`src/rtl/key_debouncer_pkg.sv`:
```
// Shared types and constants for the pushbutton debouncer.
// The FSM state type is reused by anything that wants to observe debouncer state.
package key_debouncer_pkg;

  typedef enum logic [1:0] {
    REL_STABLE,
    PRESS_WAIT,
    PRS_STABLE,
    REL_WAIT
  } deb_state_t;

  // 50 MHz board clock x 1 ms of required stability.
  localparam int DEF_STABLE_CYCLES = 50000;

endpackage

```
`src/rtl/key_debouncer_sync_2ff.sv`:
```
// Two-flop synchronizer for a single asynchronous input.
// Resets to RST_VAL so the downstream logic sees a known idle level.
module sync_2ff #(
  parameter logic RST_VAL = 1'b0
) (
  input  logic clk_i,
  input  logic rst_i,
  input  logic d_i,
  output logic q_o
);

  logic meta_q;
  logic sync_q;

  always_ff @(posedge clk_i) begin
    if (rst_i) begin
      meta_q <= RST_VAL;
      sync_q <= RST_VAL;
    end else begin
      meta_q <= d_i;
      sync_q <= meta_q;
    end
  end

  assign q_o = sync_q;

endmodule

```
`src/rtl/key_debouncer.sv`:
```
// Debounces one raw pushbutton into a clean level plus press/release pulses.
// Define KEY_DEBOUNCER_TOGGLE_EN to add the push-on/push-off key_toggle output.
module key_debouncer
  import key_debouncer_pkg::*;
#(
  parameter int STABLE_CYCLES = DEF_STABLE_CYCLES,
  parameter bit ACTIVE_LOW    = 1'b1
) (
  input  logic clk,
  input  logic rst,
  input  logic key_in,
  output logic key_level,
  output logic key_press,
  output logic key_release
`ifdef KEY_DEBOUNCER_TOGGLE_EN
  ,
  output logic key_toggle
`endif
);

  localparam int               CNT_W    = $clog2(STABLE_CYCLES);
  localparam logic             REL_VAL  = ACTIVE_LOW;
  localparam logic [CNT_W-1:0] CNT_LAST = CNT_W'(STABLE_CYCLES - 1);
  localparam logic [CNT_W-1:0] CNT_ONE  = CNT_W'(1);

  logic             key_sync;
  logic             s;
  deb_state_t       state_q, state_d;
  logic [CNT_W-1:0] cnt_q, cnt_d;
  logic             level_q, level_d;
  logic             press_q, press_d;
  logic             release_q, release_d;

  sync_2ff #(.RST_VAL(REL_VAL)) u_sync (
    .clk_i (clk),
    .rst_i (rst),
    .d_i   (key_in),
    .q_o   (key_sync)
  );

  assign s = ACTIVE_LOW ? ~key_sync : key_sync;

  always_comb begin
    state_d = state_q;
    cnt_d   = cnt_q;
    case (state_q)
      REL_STABLE: begin
        if (s) begin
          state_d = PRESS_WAIT;
          cnt_d   = CNT_ONE;
        end
      end
      PRESS_WAIT: begin
        if (!s) begin
          state_d = REL_STABLE;
          cnt_d   = '0;
        end else if (cnt_q == CNT_LAST) begin
          state_d = PRS_STABLE;
          cnt_d   = '0;
        end else begin
          cnt_d = cnt_q + CNT_ONE;
        end
      end
      PRS_STABLE: begin
        if (!s) begin
          state_d = REL_WAIT;
          cnt_d   = CNT_ONE;
        end
      end
      REL_WAIT: begin
        if (s) begin
          state_d = PRS_STABLE;
          cnt_d   = '0;
        end else if (cnt_q == CNT_LAST) begin
          state_d = REL_STABLE;
          cnt_d   = '0;
        end else begin
          cnt_d = cnt_q + CNT_ONE;
        end
      end
      default: begin
        state_d = REL_STABLE;
        cnt_d   = '0;
      end
    endcase
  end

  // Outputs are registered one stage behind the committed state; pulses mark level edges.
  always_comb begin
    level_d   = (state_q == PRS_STABLE) || (state_q == REL_WAIT);
    press_d   = level_d & ~level_q;
    release_d = ~level_d & level_q;
  end

  always_ff @(posedge clk) begin
    if (rst) begin
      state_q   <= REL_STABLE;
      cnt_q     <= '0;
      level_q   <= 1'b0;
      press_q   <= 1'b0;
      release_q <= 1'b0;
    end else begin
      state_q   <= state_d;
      cnt_q     <= cnt_d;
      level_q   <= level_d;
      press_q   <= press_d;
      release_q <= release_d;
    end
  end

  assign key_level   = level_q;
  assign key_press   = press_q;
  assign key_release = release_q;

`ifdef KEY_DEBOUNCER_TOGGLE_EN
  logic toggle_q;

  always_ff @(posedge clk) begin
    if (rst) toggle_q <= 1'b0;
    else     toggle_q <= toggle_q ^ press_d;
  end

  assign key_toggle = toggle_q;
`endif

endmodule

```
`config.mk`:
```
export PLATFORM = sky130hd
export DESIGN_NAME = key_debouncer
export DESIGN_NICKNAME = d
export VERILOG_FILES = /design/src/rtl/key_debouncer_pkg.sv /design/src/rtl/key_debouncer_sync_2ff.sv /design/src/rtl/key_debouncer.sv
export SDC_FILE = /design/constraint.sdc
export NUM_CORES = 1
export LEC_CHECK = 0
export CAP_MARGIN = 40
export CORE_MARGIN = 3
export CORE_UTILIZATION = 51
export DETAILED_ROUTE_END_ITERATION = 6
export GPL_TIMING_DRIVEN = 0
export PLACE_DENSITY_LB_ADDON = 0.08
export SYNTH_ARGS = -nofsm -noshare
export SYNTH_HDL_FRONTEND = slang
export SYNTH_SLANG_ARGS = --single-unit
```
`constraint.sdc`:
```
create_clock -name clk -period 1.62 [get_ports clk]
set_input_delay 0.324 -clock clk [delete_from_list [all_inputs] [get_ports clk]]
set_output_delay 0.324 -clock clk [all_outputs]
set_load 0.01 [all_outputs]
```
==> impl_metrics.env, run 1 <==
export IMPL_io_buffer_count=5
export IMPL_holdWs_ns=0.4242
export IMPL_rows=16
export IMPL_violations="negative setup slack"
export IMPL_finalCritPeriodShare_pct=104.9
export IMPL_ioPinCount=6
export IMPL_critical_path_max_stage_delay_ns=0.40
export IMPL_setup_ws_ns=-0.07894
export IMPL_grt_max_degree=13
export IMPL_htree_levels=1
export IMPL_drv_cap=0
export IMPL_track_usage_pct=20.32
export IMPL_cp_slowest_cell="or3_4"
export IMPL_postRouteAntennaNets=0
export IMPL_grt_pass1_vias=934
export IMPL_die_y_um=52.33
export IMPL_die_w_um=52.33
export IMPL_cts_tree="yes"
export IMPL_synth_seq_cells=23
export IMPL_drc_errors=0
export IMPL_area_delta_synth_final_pct=27.66
export IMPL_synth_edff_count=0
export IMPL_place_hpwl_um=1590
export IMPL_dp_cells=161
export IMPL_cp_required_ns=1.82
export IMPL_fill_cells=155
export IMPL_post_route_util_pct=69.81
export IMPL_final_hold_viol_count=0
export IMPL_cp_arrival_ns=1.90
export IMPL_power_total_mw=1.049
export IMPL_power_static_leakage_nw=0.4804
export IMPL_final_setup_viol_count=13
export IMPL_coreArea_sq_um=2002
export IMPL_synth_nets=132
export IMPL_fin_worst_skew_ns=0.009914
export IMPL_synth_cells=128
export IMPL_worstSetupPathType="reg2reg"
export IMPL_powerDensity_nw_per_um2=750.3
export IMPL_synthTopCellsByArea="dfxtp_1 (42%), o21ai_0 (6.4%), nand2_1 (5.1%)"
export IMPL_slew_viol_final=0
export IMPL_dieArea_sq_um=2738
export IMPL_min_from="u_sync.meta_q$_SDFF_PP1_"
export IMPL_nets=152
export IMPL_dr_pass1_iters=4
export IMPL_relSlewSlack_pct=70.24
export IMPL_antenna_found_initial=0
export IMPL_synthesis_area_sq_um=1095
export IMPL_synth_top_area_share_pct=42.06
export IMPL_place_gp_congestion=0.7828
export IMPL_clock_sinks=23
export IMPL_critical_path_top_delay_family="simple AND/OR/NAND/NOR gates"
export IMPL_cts_max_path_buffers=2
export IMPL_cp_max_fo=6
export IMPL_drt_wl_total_um=2545
export IMPL_start_kind="register"
export IMPL_synth_ff_type="dfxtp_1"
export IMPL_fmaxAchievable_ghz=0.5886
export IMPL_worst_slew_pin_slew_ns=0.4428
export IMPL_synth_cell_types=39
export IMPL_numCtsBuffers=3
export IMPL_ys_async_sr_fraction_pct=0
export IMPL_critPathLaunch="cnt_q[12]$_SDFFE_PP0P_"
export IMPL_clk_latency_ns=0.32
export IMPL_path_clk_slew_ns=0.13
export IMPL_status="finished with violations"
export IMPL_dr_first_iter_drc_count=17
export IMPL_cts_root_buffer="clkbuf_4"
export IMPL_final_cells=174
export IMPL_peakVddDrop_v=0.0005634
export IMPL_path_cells="or3_4 -> nor4_4 -> buf_6 -> buf_6 -> nor2_1 -> a22oi_1 -> nor2_1"
export IMPL_drive_above_1_share_pct=32.65
export IMPL_cp_end_kind="register"
export IMPL_wl_per_cell_um=14.63
export IMPL_start_util_pct=54.69
export IMPL_rr_startpoint="cnt_q[12]$_SDFFE_PP0P_"
export IMPL_n_antenna_cell=0
export IMPL_grt_pass1_wl_um=4098
export IMPL_grt_overflow_total=0
export IMPL_dr_total_vias=1047
export IMPL_finalCriticalPeriod_ns=1.699
export IMPL_seq_area_frac_synth_pct=42.06
export IMPL_crit_buf_inv=2
export IMPL_hold_class="reg2reg"
export IMPL_rsz0062_at_grt="yes"
export IMPL_via_per_inst=6.017
export IMPL_rrSetupSlack_ns=-0.08
export IMPL_syn_avg_cell_area_sq_um=8.553
export IMPL_synth_area_leader_cell="dfxtp_1"
export IMPL_yosysWarnings=0
layer usage:
metal / share of wire [%] / vias to the layer above / routed length [um] / track usage, %
met5: 0 / - / 0 / 0
met4: 2.6 / 0 / 65 / 10.64
met3: 4.0 / 7 / 101 / 4.274
met2: 45 / 32 / 1139 / 29.55
met1: 49 / 499 / 1238 / 27.85
li1: - / 509 / - / -
cell families (layout without fill, tap and decap cells):
logic type / count (synthesis) / in the layout / share of synthesized area (%)
buffers and inverters: 6 / 25 / 3.314
DFF: 23 / 23 / 42.06
xor gates and xnor gates: 3 / 3 / 3.086
AOI/OAI and AO/OA: 31 / 31 / 18.06
adders and majority gates: 1 / 1 / 1.143
muxes: 2 / 2 / 1.829
and+or+nand+nor: 62 / 62 / 30.51
cells in the final DEF (no fill, tap or decap), drive strengths merged, types with 3 or more instances in the layout:
cell,instances
dfxtp,23
nand2,15
o21ai,14
buf,14
nor2,9
nand3,8
nor3,7
clkdlybuf4s50,5
a21oi,5
or2,5
clkbuf,5
or3,4
nand4,3
nor4,3
path summary, 6_finish.rpt:
path	to	cells after the start
worst min register to register	u_sync.q_o$_SDFF_PP1_	1
worst max register to register	cnt_q[1]$_SDFFE_PP0P_	7
worst max-delay path	cnt_q[1]$_SDFFE_PP0P_	7
worst min-delay path	u_sync.q_o$_SDFF_PP1_	1
area by class of cell:
type	instances	area [sq um]	area share, %
plain buffers	5	38.79	2.775
inverters	1	3.754	0.2686
flip-flops and latches	23	470.5	33.66
clock buffers	4	26.28	1.880
repair buffers	15	130.1	9.311
well taps	27	33.78	2.417
multi-input cells	99	694.4	49.69
what timing repair did:
item	4_1_cts	5_1_grt
resized for setup	25	15
cloned	1	0
buffers inserted	7	1
setup endpoints to repair	13	18
pin swaps	12	6
hold buffers	0	0
where the power goes:
part           internal (mW)  leakage, nW  switching, mW  total [mW]
registers              0.587        0.189         0.0174       0.604
logic                 0.0782        0.276         0.0955       0.174
clock network         0.0964       0.0150          0.175       0.271
total                  0.761        0.480          0.287        1.05
per-stage QoR:
step / TNS, ns / worst slack (ns) / instance area, sq um
global route: -1.804 / -0.1598 / 1398
CTS: -0.2938 / -0.04007 / 1334
floorplan: 0 / 0.01280 / 1100
finish: -0.5736 / -0.07894 / 1398
global placement: -6.069 / -0.5974 / 1184
detailed placement: -3.169 / -0.3195 / 1189
state kept, by name (all words and copies together) (netlist names), named ones only:
signal and count:
cnt_q 16, key_level 1, key_press 1, key_release 1, state_q 1, u_sync.meta_q 1
u_sync.q_o 1
Yosys cell counts, types with 2 or more instances:
| library cell | instances |
|---|---|
| nand3_1 | 8 |
| o21a_1 | 2 |
| nand2_1 | 15 |
| nor4_1 | 2 |
| nor2_1 | 9 |
| nand4b_1 | 2 |
| nor2b_1 | 2 |
| dfxtp_1 | 23 |
| nor3_1 | 7 |
| or2_2 | 3 |
| xor2_1 | 2 |
| buf_2 | 2 |
| a31oi_1 | 2 |
| nand4_1 | 3 |
| mux2i_1 | 2 |
| o21ai_0 | 14 |
| a211oi_1 | 2 |
| or3_1 | 4 |
| a21oi_1 | 4 |
No activity file was read; power rests on OpenSTA's default activity.
==> run 2, diff against run 1 <==
Settings changed: SETUP_SLACK_MARGIN set to 0.2.
==> run 2 against run 1 <==
Net effect:
- the run still ends with negative setup slack left
- maximum frequency shrank 0.26%
- power grew 0.99%
- utilization shrank 1.4 points
- hold slack lost 0.00073 ns
- setup slack lost 0.0044 ns
- non-clock buffer count shrank 3
- global-route usage grew 0.42 points
- sequential power grew 0.8%
- final cell count shrank 1.7%
- flip-flop and latch count is the same
- sequential share of layout area grew 0.95 points
- highest routed layer unchanged
==> impl_metrics.env, run 2 (synthesis results as in run 1) <==
export IMPL_status="finished with violations"
export IMPL_violations="negative setup slack"
export IMPL_io_buffer_count=5
export IMPL_postRouteAntennaNets=0
export IMPL_numCtsBuffers=3
export IMPL_grt_pass1_wl_um=4312
export IMPL_cp_arrival_ns=1.92
export IMPL_grt_pass1_vias=974
export IMPL_cp_end_kind="register"
export IMPL_hold_buffers=0
export IMPL_htree_levels=1
export IMPL_drc_errors=0
export IMPL_coreArea_sq_um=2002
export IMPL_track_usage_pct=20.74
export IMPL_via_per_inst=6.088
export IMPL_peakVddDrop_v=0.0005046
export IMPL_dieArea_sq_um=2738
export IMPL_start_kind="register"
export IMPL_cp_required_ns=1.84
export IMPL_start_util_pct=54.69
export IMPL_design_area_sq_um=1370
export IMPL_slew_viol_final=0
export IMPL_dr_first_iter_drc_count=42
export IMPL_largest_reg_flops=16
export IMPL_rrSetupSlack_ns=-0.08
export IMPL_path_clk_slew_ns=0.13
export IMPL_dr_pass1_iters=4
export IMPL_grt_max_degree=15
export IMPL_die_y_um=52.33
export IMPL_dr_total_vias=1041
export IMPL_setup_ws_ns=-0.08334
export IMPL_n_antenna_cell=0
export IMPL_holdWs_ns=0.4234
export IMPL_die_w_um=52.33
export IMPL_cts_tree="yes"
export IMPL_finalCriticalPeriod_ns=1.703
export IMPL_area_delta_synth_final_pct=25.14
export IMPL_clk_latency_ns=0.32
export IMPL_antenna_found_initial=0
export IMPL_grt_overflow_total=0
export IMPL_ff_latch_area_sq_um=474.2
export IMPL_placed_area_sq_um=1239
export IMPL_rows=16
export IMPL_final_hold_viol_count=0
export IMPL_worst_slew_pin_slew_ns=0.4738
export IMPL_powerDensity_nw_per_um2=773.0
export IMPL_drive_above_1_share_pct=32.64
export IMPL_worstSetupPathType="reg2reg"
export IMPL_cts_max_path_buffers=2
export IMPL_drv_cap=0
export IMPL_place_hpwl_um=1723
export IMPL_drt_wl_total_um=2587
export IMPL_wl_per_cell_um=15.13
export IMPL_hold_class="reg2reg"
export IMPL_fmaxAchievable_ghz=0.5871
export IMPL_clock_sinks=23
export IMPL_final_setup_viol_count=12
export IMPL_rsz0062_at_grt="yes"
export IMPL_multi_input_area_sq_um=695.7
export IMPL_relSlewSlack_pct=68.41
export IMPL_rr_startpoint="cnt_q[13]$_SDFFE_PP0P_"
export IMPL_fill_cells=171
export IMPL_finalCritPeriodShare_pct=105.1
export IMPL_power_static_leakage_nw=0.4624
export IMPL_place_gp_congestion=0.9200
export IMPL_reg2reg_depth=7
export IMPL_dp_cells=161
export IMPL_cts_root_buffer="clkbuf_4"
export IMPL_timing_rr_end="cnt_q[9]$_SDFFE_PP0P_"
export IMPL_cp_max_fo=5
export IMPL_critPathLaunch="cnt_q[13]$_SDFFE_PP0P_"
export IMPL_final_cell_mix="nand2_1 (14), dfxtp_1 (14), nand3_1 (8), dfxtp_2 (8), nor2_1 (7)"
export IMPL_ioPinCount=6
export IMPL_regMostFlops="cnt_q"
export IMPL_final_cells=171
export IMPL_crit_path_end="cnt_q[9]$_SDFFE_PP0P_"
export IMPL_nets=149
export IMPL_fin_worst_skew_ns=0.006800
-- run 2: cell count changes in the layout (fill, tap and decap cells not counted), moves of 2 or more --
cell,previous run,this run
buf_4,8,6
buf_6,4,2
clkdlybuf4s50_1,5,2
dfxtp_1,17,14
dfxtp_2,5,8
dlygate4sd2_1,0,3
o21ai_0,3,6
o21ai_1,10,5
o21ai_2,1,3
-- run 2: layer usage --
metal,routed length [um],GRT usage (%),vias up,share of wire [%]
met3,135,2.564,2,5.2
met1,1179,27.50,500,46
met2,1264,34.30,32,49
met4,8,7.234,0,0.31
li1,-,-,507,-
met5,0,0,-,0
-- run 2: layout make-up --
cell class	count	share of cell area, %
flip-flops and latches	23	34.61
inverters	1	0.2740
well taps	27	2.466
clock inverters	1	0.5479
plain buffers	5	2.557
repair buffers	12	7.123
clock buffers	3	1.644
multi-input cells	99	50.78
-- run 2: critical path, cell delays in order, from the launching register on --
cell     delay (ns)
dfxtp_1        0.39
or3_4          0.36
nor4_4         0.28
buf_4          0.21
nor2_4         0.05
buf_6          0.14
a21oi_2        0.12
o21ai_1        0.06
-- run 2: repair_timing --
| action | 4_1_cts | 5_1_grt |
|---|---|---|
| gates resized for setup | 20 | 9 |
| gates cloned | 2 | 0 |
| buffers inserted | 4 | 0 |
| setup endpoints to repair | 21 | 18 |
| pin swaps | 7 | 3 |
-- run 2: where the power goes --
| part | leakage (nW) | internal [mW] | switching [mW] |
|---|---|---|---|
| Clock | 0.0139 | 0.0942 | 0.179 |
| Sequential | 0.190 | 0.587 | 0.0220 |
| Combinational | 0.258 | 0.0812 | 0.0953 |
-- run 2: metrics by stage --
stage / total power, mW / worst slack [ns] / util, % / TNS [ns]
after floorplan: 0.7376 / 0.09126 / - / 0
after global placement: 0.7772 / -0.7818 / 61.50 / -7.279
after detailed placement: 0.7880 / -0.6197 / 61.88 / -4.847
after CTS: 1.062 / -0.08218 / 67.13 / -0.7144
after global routing: 1.099 / -0.1828 / 68.44 / -1.980
final: 1.059 / -0.08334 / 68.44 / -0.6509
-- run 2: worst min path at each step --
stage	start	to	slack (ns)	depth (start not counted)
detailed placement	u_sync.meta_q$_SDFF_PP1_	u_sync.q_o$_SDFF_PP1_	0.39	1
CTS	u_sync.meta_q$_SDFF_PP1_	u_sync.q_o$_SDFF_PP1_	0.43	1
global placement	u_sync.meta_q$_SDFF_PP1_	u_sync.q_o$_SDFF_PP1_	0.39	1
floorplan	u_sync.meta_q$_SDFF_PP1_	u_sync.q_o$_SDFF_PP1_	0.39	1
global route	key_level$_SDFF_PP0_	key_press$_SDFF_PP0_	0.44	1
finish	key_level$_SDFF_PP0_	key_press$_SDFF_PP0_	0.42	1
